### config.mk
export PLATFORM = sky130hd
export DESIGN_NAME = mmio_arbiter_flat
export DESIGN_NICKNAME = d
export VERILOG_FILES = /design/src/rtl/mmio_arbiter_pkg.sv /design/src/rtl/mmio_arbiter_if.sv /design/src/rtl/mmio_arbiter_rr_arb2.sv /design/src/rtl/mmio_arbiter.sv /design/src/flat_wrapper.sv
export SDC_FILE = /design/constraint.sdc
export NUM_CORES = 1
export LEC_CHECK = 0
export BUFFER_PORTS_ARGS = -buffer_cell sky130_fd_sc_hd__buf_4
export CAP_MARGIN = 5
export CORE_AREA = 2 2 119 121
export DETAILED_ROUTE_END_ITERATION = 8
export DIE_AREA = 0 0 121 123
export PLACE_DENSITY = 0.8
export SYNTH_ARGS = -nofsm -noshare
export SYNTH_HDL_FRONTEND = slang
export SYNTH_SLANG_ARGS = --single-unit
### constraint.sdc
create_clock -name clk -period 2.89 [get_ports clk]
set_clock_uncertainty 0.1 [all_clocks]
set_input_delay 0.1445 -clock clk [delete_from_list [all_inputs] [get_ports clk]]
set_output_delay 0.1445 -clock clk [all_outputs]
set_load 0.05 [all_outputs]
### src/rtl/mmio_arbiter_pkg.sv
// -----------------------------------------------------------------------------
// mmio_arbiter_pkg
// Shared definitions for the MMIO arbiter:
//   - MMIO register addresses (UART control/RX/TX, cycle and instruction
//     counters, counter reset)
//   - arbiter FSM state encoding
//   - helper to recognise the UART TX data register
// -----------------------------------------------------------------------------
package mmio_arbiter_pkg;

    localparam logic [31:0] UART_CTRL_ADDR = 32'h8000_0000;
    localparam logic [31:0] UART_RX_ADDR   = 32'h8000_0004;
    localparam logic [31:0] UART_TX_ADDR   = 32'h8000_0008;
    localparam logic [31:0] CYCLE_ADDR     = 32'h8000_0010;
    localparam logic [31:0] INST_ADDR      = 32'h8000_0014;
    localparam logic [31:0] CNT_RST_ADDR   = 32'h8000_0018;

    typedef enum logic [1:0] {
        ST_IDLE    = 2'd0,
        ST_ISSUE   = 2'd1,
        ST_WAIT_TX = 2'd2
    } arb_state_e;

    // True when the address selects the UART transmit data register.
    function automatic logic is_uart_tx(input logic [31:0] addr);
        return addr == UART_TX_ADDR;
    endfunction

endpackage

### src/rtl/mmio_arbiter_if.sv
// -----------------------------------------------------------------------------
// mmio_arbiter_if
// One requester port of the MMIO arbiter.
//   valid     : requester has an access (held with fields stable until ready)
//   addr      : access address
//   wdata     : write data
//   we        : 1 = write, 0 = read
//   ready     : access accepted this cycle (arbiter -> requester)
//   rsp_valid : one-cycle response pulse (arbiter -> requester)
// Read data and error flag are shared between requesters and live on the
// arbiter top level.
// -----------------------------------------------------------------------------
interface mmio_arbiter_if #(
    parameter int AWIDTH = 32,
    parameter int DWIDTH = 32
);
    logic              valid;
    logic [AWIDTH-1:0] addr;
    logic [DWIDTH-1:0] wdata;
    logic              we;
    logic              ready;
    logic              rsp_valid;

    modport master (
        output valid, addr, wdata, we,
        input  ready, rsp_valid
    );

    modport slave (
        input  valid, addr, wdata, we,
        output ready, rsp_valid
    );
endinterface

### src/rtl/mmio_arbiter_rr_arb2.sv
// -----------------------------------------------------------------------------
// mmio_arbiter_rr_arb2
// Two-way round-robin arbiter. A single requester always wins; on a tie the
// requester that was not granted last wins. last_grant resets to 1 so that
// requester 0 wins the first tie after reset.
//   clk, rst    : clock, synchronous active-high reset
//   req_i[1:0]  : request vector
//   update_en_i : commit the current grant into last_grant
//   grant_o[1:0]: one-hot (or zero) grant, combinational
// -----------------------------------------------------------------------------
module mmio_arbiter_rr_arb2 (
    input  logic       clk,
    input  logic       rst,
    input  logic [1:0] req_i,
    input  logic       update_en_i,
    output logic [1:0] grant_o
);

    logic last_grant_q;
    logic last_grant_d;

    always_comb begin
        grant_o = 2'b00;
        unique case (req_i)
            2'b01:   grant_o = 2'b01;
            2'b10:   grant_o = 2'b10;
            2'b11:   grant_o = last_grant_q ? 2'b01 : 2'b10;
            default: grant_o = 2'b00;
        endcase
    end

    always_comb begin
        last_grant_d = last_grant_q;
        if (update_en_i && (grant_o != 2'b00)) begin
            last_grant_d = grant_o[1];
        end
    end

    always_ff @(posedge clk) begin
        if (rst) begin
            last_grant_q <= 1'b1;
        end else begin
            last_grant_q <= last_grant_d;
        end
    end

endmodule

### src/rtl/mmio_arbiter.sv
// -----------------------------------------------------------------------------
// mmio_arbiter
// Shares the single MMIO port between the core memory stage (req0) and the
// debug/bootloader port (req1). Every accepted access drives exactly one
// read or write strobe for one cycle, so a UART RX read consumes one byte.
// Writes to the UART TX register wait for the transmitter to be ready, and
// are dropped with rsp_err after TX_TIMEOUT cycles (0 = wait forever).
// Timing: accept at T, strobe at T+1, response pulse at T+2.
//   clk, rst          : clock, synchronous active-high reset
//   req0, req1        : requester ports (slave side of mmio_arbiter_if)
//   rsp_rdata, rsp_err: shared response data / TX-timeout flag
//   mmio_*_out        : address, write data and strobes to the MMIO decoder
//   mmio_rdata_in     : combinational read data from the MMIO decoder
//   uart_tx_ready_in  : UART transmitter ready
// -----------------------------------------------------------------------------
module mmio_arbiter
    import mmio_arbiter_pkg::*;
#(
    parameter int AWIDTH     = 32,
    parameter int DWIDTH     = 32,
    parameter int TX_TIMEOUT = 1024
) (
    input  logic              clk,
    input  logic              rst,
    mmio_arbiter_if.slave     req0,
    mmio_arbiter_if.slave     req1,
    output logic [DWIDTH-1:0] rsp_rdata,
    output logic              rsp_err,
    output logic [AWIDTH-1:0] mmio_addr_out,
    output logic [DWIDTH-1:0] mmio_data_out,
    output logic              mmio_re_out,
    output logic              mmio_we_out,
    input  logic [DWIDTH-1:0] mmio_rdata_in,
    input  logic              uart_tx_ready_in
);

    localparam int                CNT_W      = (TX_TIMEOUT > 0) ? $clog2(TX_TIMEOUT + 1) : 1;
    localparam bit                TIMEOUT_EN = (TX_TIMEOUT != 0);
    localparam logic [CNT_W-1:0]  CNT_LAST   = CNT_W'((TX_TIMEOUT > 0) ? (TX_TIMEOUT - 1) : 0);
    localparam logic [CNT_W-1:0]  CNT_MAX    = '1;

    arb_state_e        state_q, state_d;
    logic [AWIDTH-1:0] addr_q, addr_d;
    logic [DWIDTH-1:0] wdata_q, wdata_d;
    logic              we_q, we_d;
    logic              owner_q, owner_d;
    logic [CNT_W-1:0]  cnt_q, cnt_d;
    logic [1:0]        rsp_valid_q, rsp_valid_d;
    logic [DWIDTH-1:0] rsp_rdata_q, rsp_rdata_d;
    logic              rsp_err_q, rsp_err_d;

    logic [1:0]        grant;
    logic              arb_update;
    logic [AWIDTH-1:0] sel_addr;
    logic [DWIDTH-1:0] sel_wdata;
    logic              sel_we;

    mmio_arbiter_rr_arb2 u_rr_arb2 (
        .clk         (clk),
        .rst         (rst),
        .req_i       ({req1.valid, req0.valid}),
        .update_en_i (arb_update),
        .grant_o     (grant)
    );

    // Fields of whichever requester is granted this cycle.
    assign sel_addr  = grant[1] ? req1.addr  : req0.addr;
    assign sel_wdata = grant[1] ? req1.wdata : req0.wdata;
    assign sel_we    = grant[1] ? req1.we    : req0.we;

    // The arbiter only offers grants while idle; a grant is an accept.
    assign arb_update = (state_q == ST_IDLE);
    assign req0.ready = arb_update && grant[0];
    assign req1.ready = arb_update && grant[1];

    assign req0.rsp_valid = rsp_valid_q[0];
    assign req1.rsp_valid = rsp_valid_q[1];
    assign rsp_rdata      = rsp_rdata_q;
    assign rsp_err        = rsp_err_q;

    always_comb begin
        state_d       = state_q;
        addr_d        = addr_q;
        wdata_d       = wdata_q;
        we_d          = we_q;
        owner_d       = owner_q;
        cnt_d         = cnt_q;
        rsp_valid_d   = 2'b00;
        rsp_rdata_d   = rsp_rdata_q;
        rsp_err_d     = rsp_err_q;
        mmio_addr_out = '0;
        mmio_data_out = '0;
        mmio_re_out   = 1'b0;
        mmio_we_out   = 1'b0;

        unique case (state_q)
            ST_IDLE: begin
                if (grant != 2'b00) begin
                    addr_d  = sel_addr;
                    wdata_d = sel_wdata;
                    we_d    = sel_we;
                    owner_d = grant[1];
                    cnt_d   = '0;
                    if (sel_we && is_uart_tx(32'(sel_addr)) && !uart_tx_ready_in) begin
                        state_d = ST_WAIT_TX;
                    end else begin
                        state_d = ST_ISSUE;
                    end
                end
            end

            ST_ISSUE: begin
                mmio_addr_out = addr_q;
                mmio_data_out = wdata_q;
                mmio_re_out   = ~we_q;
                mmio_we_out   = we_q;
                rsp_rdata_d   = we_q ? '0 : mmio_rdata_in;
                rsp_err_d     = 1'b0;
                rsp_valid_d   = owner_q ? 2'b10 : 2'b01;
                state_d       = ST_IDLE;
            end

            ST_WAIT_TX: begin
                mmio_addr_out = addr_q;
                // Ready has priority over an expiring timeout.
                if (uart_tx_ready_in) begin
                    cnt_d   = '0;
                    state_d = ST_ISSUE;
                end else if (TIMEOUT_EN && (cnt_q == CNT_LAST)) begin
                    cnt_d       = '0;
                    rsp_valid_d = owner_q ? 2'b10 : 2'b01;
                    rsp_rdata_d = '0;
                    rsp_err_d   = 1'b1;
                    state_d     = ST_IDLE;
                end else if (cnt_q != CNT_MAX) begin
                    // Saturate so an unbounded wait never wraps.
                    cnt_d = cnt_q + 1'b1;
                end
            end

            default: begin
                state_d = ST_IDLE;
            end
        endcase
    end

    always_ff @(posedge clk) begin
        if (rst) begin
            state_q     <= ST_IDLE;
            addr_q      <= '0;
            wdata_q     <= '0;
            we_q        <= 1'b0;
            owner_q     <= 1'b0;
            cnt_q       <= '0;
            rsp_valid_q <= 2'b00;
            rsp_rdata_q <= '0;
            rsp_err_q   <= 1'b0;
        end else begin
            state_q     <= state_d;
            addr_q      <= addr_d;
            wdata_q     <= wdata_d;
            we_q        <= we_d;
            owner_q     <= owner_d;
            cnt_q       <= cnt_d;
            rsp_valid_q <= rsp_valid_d;
            rsp_rdata_q <= rsp_rdata_d;
            rsp_err_q   <= rsp_err_d;
        end
    end

endmodule

### src/flat_wrapper.sv
// flat-port wrapper written by rule: the top's interface ports become plain ports
module mmio_arbiter_flat import mmio_arbiter_pkg::*;
#(
    parameter int AWIDTH     = 32,
    parameter int DWIDTH     = 32,
    parameter int TX_TIMEOUT = 1024
)
  (clk, rst, rsp_rdata, rsp_err, mmio_addr_out, mmio_data_out, mmio_re_out, mmio_we_out, mmio_rdata_in, uart_tx_ready_in, req0_valid, req0_addr, req0_wdata, req0_we, req0_ready, req0_rsp_valid, req1_valid, req1_addr, req1_wdata, req1_we, req1_ready, req1_rsp_valid);
  mmio_arbiter_if #(.AWIDTH(AWIDTH), .DWIDTH(DWIDTH)) req0_i ();
  mmio_arbiter_if #(.AWIDTH(AWIDTH), .DWIDTH(DWIDTH)) req1_i ();
  input  logic clk;
  input  logic rst;
  output logic [DWIDTH-1:0] rsp_rdata;
  output logic rsp_err;
  output logic [AWIDTH-1:0] mmio_addr_out;
  output logic [DWIDTH-1:0] mmio_data_out;
  output logic mmio_re_out;
  output logic mmio_we_out;
  input  logic [DWIDTH-1:0] mmio_rdata_in;
  input  logic uart_tx_ready_in;
  input wire logic [$bits(req0_i.valid)-1:0] req0_valid;
  input wire logic [$bits(req0_i.addr)-1:0] req0_addr;
  input wire logic [$bits(req0_i.wdata)-1:0] req0_wdata;
  input wire logic [$bits(req0_i.we)-1:0] req0_we;
  output wire logic [$bits(req0_i.ready)-1:0] req0_ready;
  output wire logic [$bits(req0_i.rsp_valid)-1:0] req0_rsp_valid;
  input wire logic [$bits(req1_i.valid)-1:0] req1_valid;
  input wire logic [$bits(req1_i.addr)-1:0] req1_addr;
  input wire logic [$bits(req1_i.wdata)-1:0] req1_wdata;
  input wire logic [$bits(req1_i.we)-1:0] req1_we;
  output wire logic [$bits(req1_i.ready)-1:0] req1_ready;
  output wire logic [$bits(req1_i.rsp_valid)-1:0] req1_rsp_valid;
  assign req0_i.valid = req0_valid;
  assign req0_i.addr = req0_addr;
  assign req0_i.wdata = req0_wdata;
  assign req0_i.we = req0_we;
  assign req0_ready = req0_i.ready;
  assign req0_rsp_valid = req0_i.rsp_valid;
  assign req1_i.valid = req1_valid;
  assign req1_i.addr = req1_addr;
  assign req1_i.wdata = req1_wdata;
  assign req1_i.we = req1_we;
  assign req1_ready = req1_i.ready;
  assign req1_rsp_valid = req1_i.rsp_valid;
  mmio_arbiter #(.AWIDTH(AWIDTH), .DWIDTH(DWIDTH), .TX_TIMEOUT(TX_TIMEOUT)) u_core (.clk(clk), .rst(rst), .req0(req0_i), .req1(req1_i), .rsp_rdata(rsp_rdata), .rsp_err(rsp_err), .mmio_addr_out(mmio_addr_out), .mmio_data_out(mmio_data_out), .mmio_re_out(mmio_re_out), .mmio_we_out(mmio_we_out), .mmio_rdata_in(mmio_rdata_in), .uart_tx_ready_in(uart_tx_ready_in));
endmodule
==> results of run 1 <==
==> final cells by class <==
type	instances	share of cell area [%]
repair buffers	391	35.1
multi-input cells	469	31.2
flip-flops and latches	115	25.0
clock buffers	26	5.43
well taps	180	2.45
clock inverters	5	0.544
inverters	6	0.245
==> cells in the mapped netlist (2+ instances only) <==
| master | n | area, sq um |
|---|---|---|
| buf_2 | 8 | 40.0 |
| xnor2_1 | 5 | 43.8 |
| o22ai_1 | 32 | 200 |
| nor2_1 | 79 | 297 |
| a21oi_1 | 38 | 190 |
| nand2_1 | 46 | 173 |
| or3_1 | 2 | 12.5 |
| nand3b_1 | 33 | 248 |
| a22oi_1 | 2 | 15.0 |
| ha_1 | 4 | 50.1 |
| nor4_1 | 15 | 93.8 |
| nor4_4 | 2 | 42.5 |
| and4b_1 | 2 | 20.0 |
| a21o_1 | 2 | 15.0 |
| o21ai_0 | 5 | 25.0 |
| nand2b_1 | 3 | 18.8 |
| a211oi_1 | 33 | 248 |
| mux2i_1 | 34 | 340 |
| inv_1 | 6 | 22.5 |
| clkbuf_1 | 42 | 158 |
| and2_1 | 65 | 407 |
| nand3_1 | 7 | 35.0 |
| nor3_1 | 36 | 180 |
| nand4_1 | 4 | 25.0 |
| dfxtp_1 | 115 | 2300 |
| nor2b_1 | 2 | 12.5 |
==> power breakdown <==
group	switching (mW)	internal (mW)	total, mW
sequential	0.0657	1.72	1.78
combinational	0.687	0.560	1.25
clock	0.697	1.26	1.96
==> state kept, by name, indices dropped and copies added (netlist names) <==
| name | flops |
|---|---|
| u_core.addr_q | 32 |
| u_core.rsp_rdata | 32 |
| u_core.wdata_q | 32 |
| u_core.cnt_q | 11 |
| u_core.rsp_valid_q | 2 |
| u_core.state_q | 2 |
| u_core.owner_q | 1 |
| u_core.rsp_err | 1 |
| u_core.u_rr_arb2.last_grant_q | 1 |
| u_core.we_q | 1 |
==> stage by stage <==
step | utilization, % | instance area (sq um) | power [mW]
after global routing | 67.6 | 9200 | 5.18
after CTS | 67.6 | 9200 | 4.98
final | 67.6 | 9200 | 4.99
after global placement | 55.4 | 7550 | 2.86
after detailed placement | 55.4 | 7550 | 2.87
after floorplan | - | 5370 | 2.45
==> logic make-up (layout without fill, tap and decap cells) <==
kind of cell | Yosys count | after routing
simple gates | 305 | 305
compound gates | 120 | 120
flops | 115 | 115
fa+ha+maj | 4 | 4
mux | 34 | 34
buf+inv | 56 | 428
xor+xnor | 6 | 6
==> layer usage <==
layer / vias to the layer above / part of all wire [%] / GRT usage [%]
met3: 74 / 5.9 / 6.41
met5: - / 0 / 0
met1: 2858 / 38 / 27.8
met4: 0 / 4.7 / 15.4
li1: 2991 / - / -
met2: 273 / 51 / 46.7
==> worst max path at each step <==
stage | startpoint | endpoint | slack, ns | depth (start not counted)
finish | u_core.state_q[0] | u_core.wdata_q[4] | 0.20 | 9
global route | u_core.state_q[0] | u_core.wdata_q[4] | 0.06 | 9
CTS | u_core.state_q[0] | u_core.wdata_q[12] | 0.31 | 9
detailed placement | u_core.state_q[0] | u_core.rsp_rdata[13] | 0.42 | 7
global placement | u_core.state_q[0] | u_core.rsp_rdata[21] | 0.53 | 7
floorplan | u_core.state_q[0] | u_core.cnt_q[9] | 0.83 | 8
==> worst max-delay path, delay by kind of cell, from the launching register on <==
family	cells	cell delay, ns
AO/OA/AOI/OAI	2	0.29
flip-flops	1	0.36
buffers and inverters	4	1.19
adder cells (fa/ha/maj)	1	0.25
AND/OR/NAND/NOR	2	0.42
==> timing repair <==
action	in CTS	in global routing
setup buffers	0	0
gates resized for setup	0	1
endpoints found under the hold margin	72	0
setup endpoints to repair	0	1
hold buffers	110	0
==> metrics, run 1 <==
P&R area growth vs syn 71.5%; hold path depth 3; commonest non-fill, non-tap cell in the layout buf_4; max-slew violation count 0; R2R cell count 9; Cells after Synth 640; first-pass GRT wire length 30500 um; Max Freq 372 MHz; most frequent cells in the layout buf_4 (279), dfxtp_1 (115), dlygate4sd3_1 (110); placer congestion estimate 0.863; global route overflow 0; min cycle time layout 2.69 ns; mean post-synth cell area 8.38 sq um; multi-input combinational cell area 2880 sq um; IO buf count 269; worst-margin pin slew 0.829 ns; Avg WL per Cell 16.5 um; Final Net Count 1171; largest family of logic cells by synthesized area simple AND/OR/NAND/NOR gates; largest net degree at the start of global routing 64; r2r startpoint u_core.state_q[0]; # rows 43; worst hold slack 0.0147 ns; clock-pin slew on the worst setup and hold paths 0.05 ns; Slew headroom 44.6%; Synth Area in Compound Gates 14.1%; root buf cell clkbuf_16; Hold Violations, Final 0; post-route setup TNS 0 ns; Sink Count 115; vias in the first global route 6332; die height 123 um; Hold Startpoint req0_addr[8]; DRT iter0 DRCs 438; Worst Setup End Kind register; Setup WS pre-CTS 0.425 ns; FF+latch count, synth 115; Post-Synth Adder-Cell Area 0.933%; vias 6196; Worst path max stage delay 0.60 ns; final worst slack 0.201 ns; WP data arrival 2.94 ns; DRT Pass-1 Iters 5; initial antenna violation count 0; R2R Setup Slk 0.20 ns; Synthesized Nets 811; PD cells 542 nW/um^2; Hold Path End u_core.addr_q[8]; clock buffer depth 2; Worst VDD drop 0.000397 V; Core ar. 13600 sq um; n_diodes 0; post-synthesis mux area share 6.34%; I/O pin cnt 270; DRC viols 0; yosys warns 0; XOR/XNOR Fraction of Synth Area 0.979%; die area 14900 sq um; Synth Area in Simple Gates 30.6%; initial core utilization 39.4%; CTS tree built; worst-path fanout max 38; Worst Setup Start Kind register; Seq/Total Area, Yosys 42.9%; Total Routing Usage GR 26.0%; asr flop ratio synth 0%; Num CTS Buffers 17; Leakage 4.08 nW; DP HPWL 12100 um; Clk Latency, worst-skew pair 0.41 ns; CP max-delay cell dlygate4sd3_1; unrepaired setup endpoints after global routing false; CP required 3.14 ns; FF+latch area 2300 sq um; Fillers 1058; synth unique cells 44; Clock H-tree levels 4; Die Width 121 um; reg-to-reg endpoint u_core.wdata_q[4]; Setup CP Type reg -> reg; overall routed net length 19700 um; status finished clean; Final Setup Violations 0; Critical Path, Cell by Cell inv_1 -> ha_1 -> o21a_4 -> buf_4 -> nand2b_1 -> buf_6 -> o22ai_1 -> nor3_1 -> dlygate4sd3_1; Max-cap violations 0; layout cells sized above 1 31.3%; Layout Cells excl Fill 1192; vias per inst 5.20; Primary FF master, synth dfxtp_1; path type of the worst min-delay path in -> reg; Final ANT Viol Nets 0; synthesized cell area 5370 sq um; Inst Count DP 1051; fin crit share 93.0%; Post-synth EDFFs 0
Power figures use the tool's default switching activity.
==> run 2, diff against run 1 <==
--- a/config.mk
+++ b/config.mk
@@ -5,12 +5,13 @@
 export SDC_FILE = /design/constraint.sdc
 export NUM_CORES = 1
 export LEC_CHECK = 0
+export ABC_AREA = 1
 export BUFFER_PORTS_ARGS = -buffer_cell sky130_fd_sc_hd__buf_4
 export CAP_MARGIN = 5
-export CORE_AREA = 2 2 119 121
+export CORE_AREA = 2 2 123 125
 export DETAILED_ROUTE_END_ITERATION = 8
-export DIE_AREA = 0 0 121 123
-export PLACE_DENSITY = 0.8
+export DIE_AREA = 0 0 125 127
+export PLACE_DENSITY = 0.78
 export SYNTH_ARGS = -nofsm -noshare
 export SYNTH_HDL_FRONTEND = slang
 export SYNTH_SLANG_ARGS = --single-unit
==> run 2 against run 1 <==
Cell count is 23% higher. Maximum frequency is 2.2% higher. Non-clock buffer count is 15 higher. Global-route usage is 0.36 points higher. Utilization is 0.45 points lower. Critical path type unchanged. Combinational power is 18% higher. Wire length is 7.0% higher. First-iteration DRC count is 11% higher. Hold slack worse by 0.0036 ns. Clock power is 6% higher. Design area is 5.3% higher.
==> metrics, run 2 <==
status finished clean (unchanged); synth unique cells 28 (was 44); DRC viols 0 (unchanged); Total Routing Usage GR 26.4% (was 26.0%); Slew headroom 31.7% (was 44.6%); R2R cell count 5 (was 9); asr flop ratio synth 0% (unchanged); IO buf count 269 (unchanged); Final Net Count 1438 (was 1171); placer congestion estimate 0.873 (was 0.863); post-CTS sizing 0 (unchanged); DRT iter0 DRCs 484 (was 438); WP data arrival 2.89 ns (was 2.94 ns); Leakage 5.27 nW (was 4.08 nW); GR Util met1 29.6% (was 27.8%); Setup CP Type reg -> reg (unchanged); worst-path fanout max 34 (was 38); vias per inst 4.92 (was 5.20); path type of the worst min-delay path in -> reg (unchanged); vias in the first global route 7266 (was 6332); Clock Power Share 38.6% (was 39.3%); Yosys top cell by area dfxtp_1 (unchanged); PD cells 556 nW/um^2 (was 542 nW/um^2); Final ANT Viol Nets 0 (unchanged); Max-cap violations 0 (unchanged); M2 GR Usage 46.7% (about the same); fin crit share 91.0% (was 93.0%); Worst Setup End Kind register (unchanged); Synth top cells by count nand2_1 (198), inv_1 (151), nor2_1 (121) (was dfxtp_1 (115), nor2_1 (79), and2_1 (65)); yosys warns 0 (unchanged); DP HPWL 13100 um (was 12100 um); R2R Setup Slk 0.26 ns (was 0.20 ns); Sequential Power Share 33.8% (was 35.7%); Final Setup Violations 0 (unchanged); CTS tree built (unchanged); I/O pin cnt 270 (unchanged); hold path depth 5 (was 3); Sink Count 115 (unchanged); Clock H-tree levels 4 (unchanged); Final Util 67.1% (was 67.6%); Cells after Synth 897 (was 640); initial core utilization 39.5% (was 39.4%); max-slew violation count 0 (unchanged); clock-pin slew on the worst setup and hold paths 0.06 ns (was 0.05 ns); die area 15900 sq um (was 14900 sq um); layout cells sized above 1 25.4% (was 31.3%); grt peak-use layer met2 (unchanged); die height 127 um (was 123 um); Hold Path End u_core.addr_q[8] (unchanged); Synth top area share 40.4% (was 42.9%); post-route setup TNS 0 ns (unchanged); mean post-synth cell area 6.36 sq um (was 8.38 sq um); top cells by area, synth dfxtp_1 (40%), nand2_1 (13%), inv_1 (9.9%) (was dfxtp_1 (43%), and2_1 (7.6%), mux2i_1 (6.3%)); CP required 3.15 ns (was 3.14 ns); Fillers 1176 (was 1058); P&R area growth vs syn 69.8% (was 71.5%); commonest non-fill, non-tap cell in the layout buf_4 (unchanged); met3 usage 7.66% (was 6.41%); Num CTS Buffers 17 (unchanged); largest net degree at the start of global routing 53 (was 64); clock buffer depth 2 (unchanged); Clk Latency, worst-skew pair 0.41 ns (about the same); Post-synth EDFFs 0 (unchanged); total setup buffers inserted after CTS 0 (unchanged); global route overflow 0 (unchanged); most common cell in the netlist nand2_1 (was dfxtp_1); Hold Startpoint req1_addr[8] (was req0_addr[8]); n_diodes 0 (unchanged); min cycle time layout 2.63 ns (was 2.69 ns); worst-margin pin slew 1.02 ns (was 0.829 ns); Avg WL per Cell 14.4 um (was 16.5 um); FF+latch count, synth 115 (unchanged); Sw Pwr 1.74 mW (was 1.45 mW); Post-CTS Hold Fix Bufs 122 (was 110); initial antenna violation count 0 (unchanged); most frequent cells in the layout buf_4 (282), nand2_1 (198), inv_1 (149) (was buf_4 (279), dfxtp_1 (115), dlygate4sd3_1 (110)); Int Pwr 3.65 mW (was 3.54 mW); unrepaired setup endpoints after global routing false (unchanged); Max Freq 380 MHz (was 372 MHz); Worst VDD drop 0.000426 V (was 0.000397 V); combinational share of power 27.6% (was 25.0%); root buf cell clkbuf_16 (unchanged); Synthesized Nets 1068 (was 811); vias 7200 (was 6196); Seq/Total Area, Yosys 40.4% (was 42.9%); first-pass GRT wire length 34200 um (was 30500 um); synthesized cell area 5700 sq um (was 5370 sq um); Core ar. 14400 sq um (was 13600 sq um); Sw Ratio 32.2% (was 29.1%); Primary FF master, synth dfxtp_1 (unchanged); Worst Setup Start Kind register (unchanged); r2r startpoint u_core.u_rr_arb2.last_grant_q (was u_core.state_q[0]); overall routed net length 21100 um (was 19700 um); DRT Pass-1 Iters 5 (unchanged); reg-to-reg endpoint u_core.wdata_q[5] (was u_core.wdata_q[4]); Hold Violations, Final 0 (unchanged); # rows 44 (was 43); Die Width 125 um (was 121 um)
run 2: cell types whose count changed after synthesis, moves of 8 or more:
cell      previous run  this run
nand2_1             46       198
nand3b_1            33         0
a211oi_1            33         3
nor4_1              15         0
o22ai_1             32         0
o21ai_0              5        86
nor3_1              36        70
nor2_1              79       121
o211ai_1             0        21
inv_1                6       151
buf_1                0         8
and2_1              65         0
mux2i_1             34         0
run 2: metrics by stage:
step | cells | setup WS [ns] | power [mW] | instance area, sq um | hold WS (ns)
2_1_floorplan | 897 | 0.587 | 2.64 | 5700 | 0.185
4_1_cts | 1464 | 0.327 | 5.37 | 9690 | 0.00493
6_report | 1464 | 0.260 | 5.38 | 9690 | 0.0111
3_3_place_gp | 1310 | 0.732 | 3.12 | 7880 | 0.268
3_5_place_dp | 1310 | 0.714 | 3.13 | 7880 | 0.277
5_1_grt | 1464 | 0.0757 | 5.63 | 9690 | 0.0369
run 2: layout make-up:
| class | instances | area, sq um | area share (%) |
|---|---|---|---|
| Inverter | 153 | 574 | 5.93 |
| Clock inverter | 13 | 135 | 1.40 |
| Sequential cell | 115 | 2300 | 23.8 |
| Clock buffer | 19 | 453 | 4.68 |
| Multi-Input combinational cell | 574 | 2610 | 27.0 |
| Timing Repair Buffer | 406 | 3380 | 34.9 |
| Tap cell | 184 | 230 | 2.38 |
run 2: how the worst max path moves through the flow:
| stage | depth (start not counted) | from | to | slack (ns) |
|---|---|---|---|---|
| 2_1_floorplan | 8 | u_core.state_q[0] | u_core.wdata_q[10] | 0.59 |
| 3_5_place_dp | 9 | u_core.state_q[0] | u_core.rsp_rdata[18] | 0.71 |
| 5_1_grt | 8 | u_core.u_rr_arb2.last_grant_q | u_core.wdata_q[6] | 0.08 |
| 4_1_cts | 8 | u_core.u_rr_arb2.last_grant_q | u_core.wdata_q[21] | 0.33 |
| 3_3_place_gp | 8 | u_core.u_rr_arb2.last_grant_q | u_core.state_q[0] | 0.73 |
| 6_report | 5 | u_core.u_rr_arb2.last_grant_q | u_core.wdata_q[5] | 0.26 |
run 2: logic make-up (layout without fill, tap and decap cells):
kind of cell | count (synthesis) | in the layout | share of synthesized area [%]
adders and majority gates | 4 | 4 | 0.878
DFF | 115 | 115 | 40.4
AOI/OAI and AO/OA | 160 | 160 | 15.4
xor gates and xnor gates | 1 | 1 | 0.154
buffers and inverters | 208 | 591 | 14.1
and+or+nand+nor | 409 | 409 | 29.1
run 2: power groups by stage:
stage / combinational, mW / clock, mW / sequential [mW]
2_1_floorplan: 0.655 / 0 / 1.98
3_3_place_gp: 1.28 / 0 / 1.84
3_5_place_dp: 1.28 / 0 / 1.84
4_1_cts: 1.46 / 2.10 / 1.81
5_1_grt: 1.60 / 2.20 / 1.83
6_report: 1.48 / 2.08 / 1.82
run 2: worst max-delay path: stages (launching register included):
cell and delay, ns:
dfxtp_1 0.34, a21oi_4 0.68, buf_4 0.48, nor3_1 0.12
nor3_1 0.25, dlygate4sd3_1 0.58
run 2: layer usage:
| layer | vias up | part of all wire [%] |
|---|---|---|
| met5 | - | 0 |
| met1 | 3319 | 40 |
| met4 | 0 | 3.7 |
| met2 | 285 | 50 |
| li1 | 3534 | - |
| met3 | 62 | 6.9 |
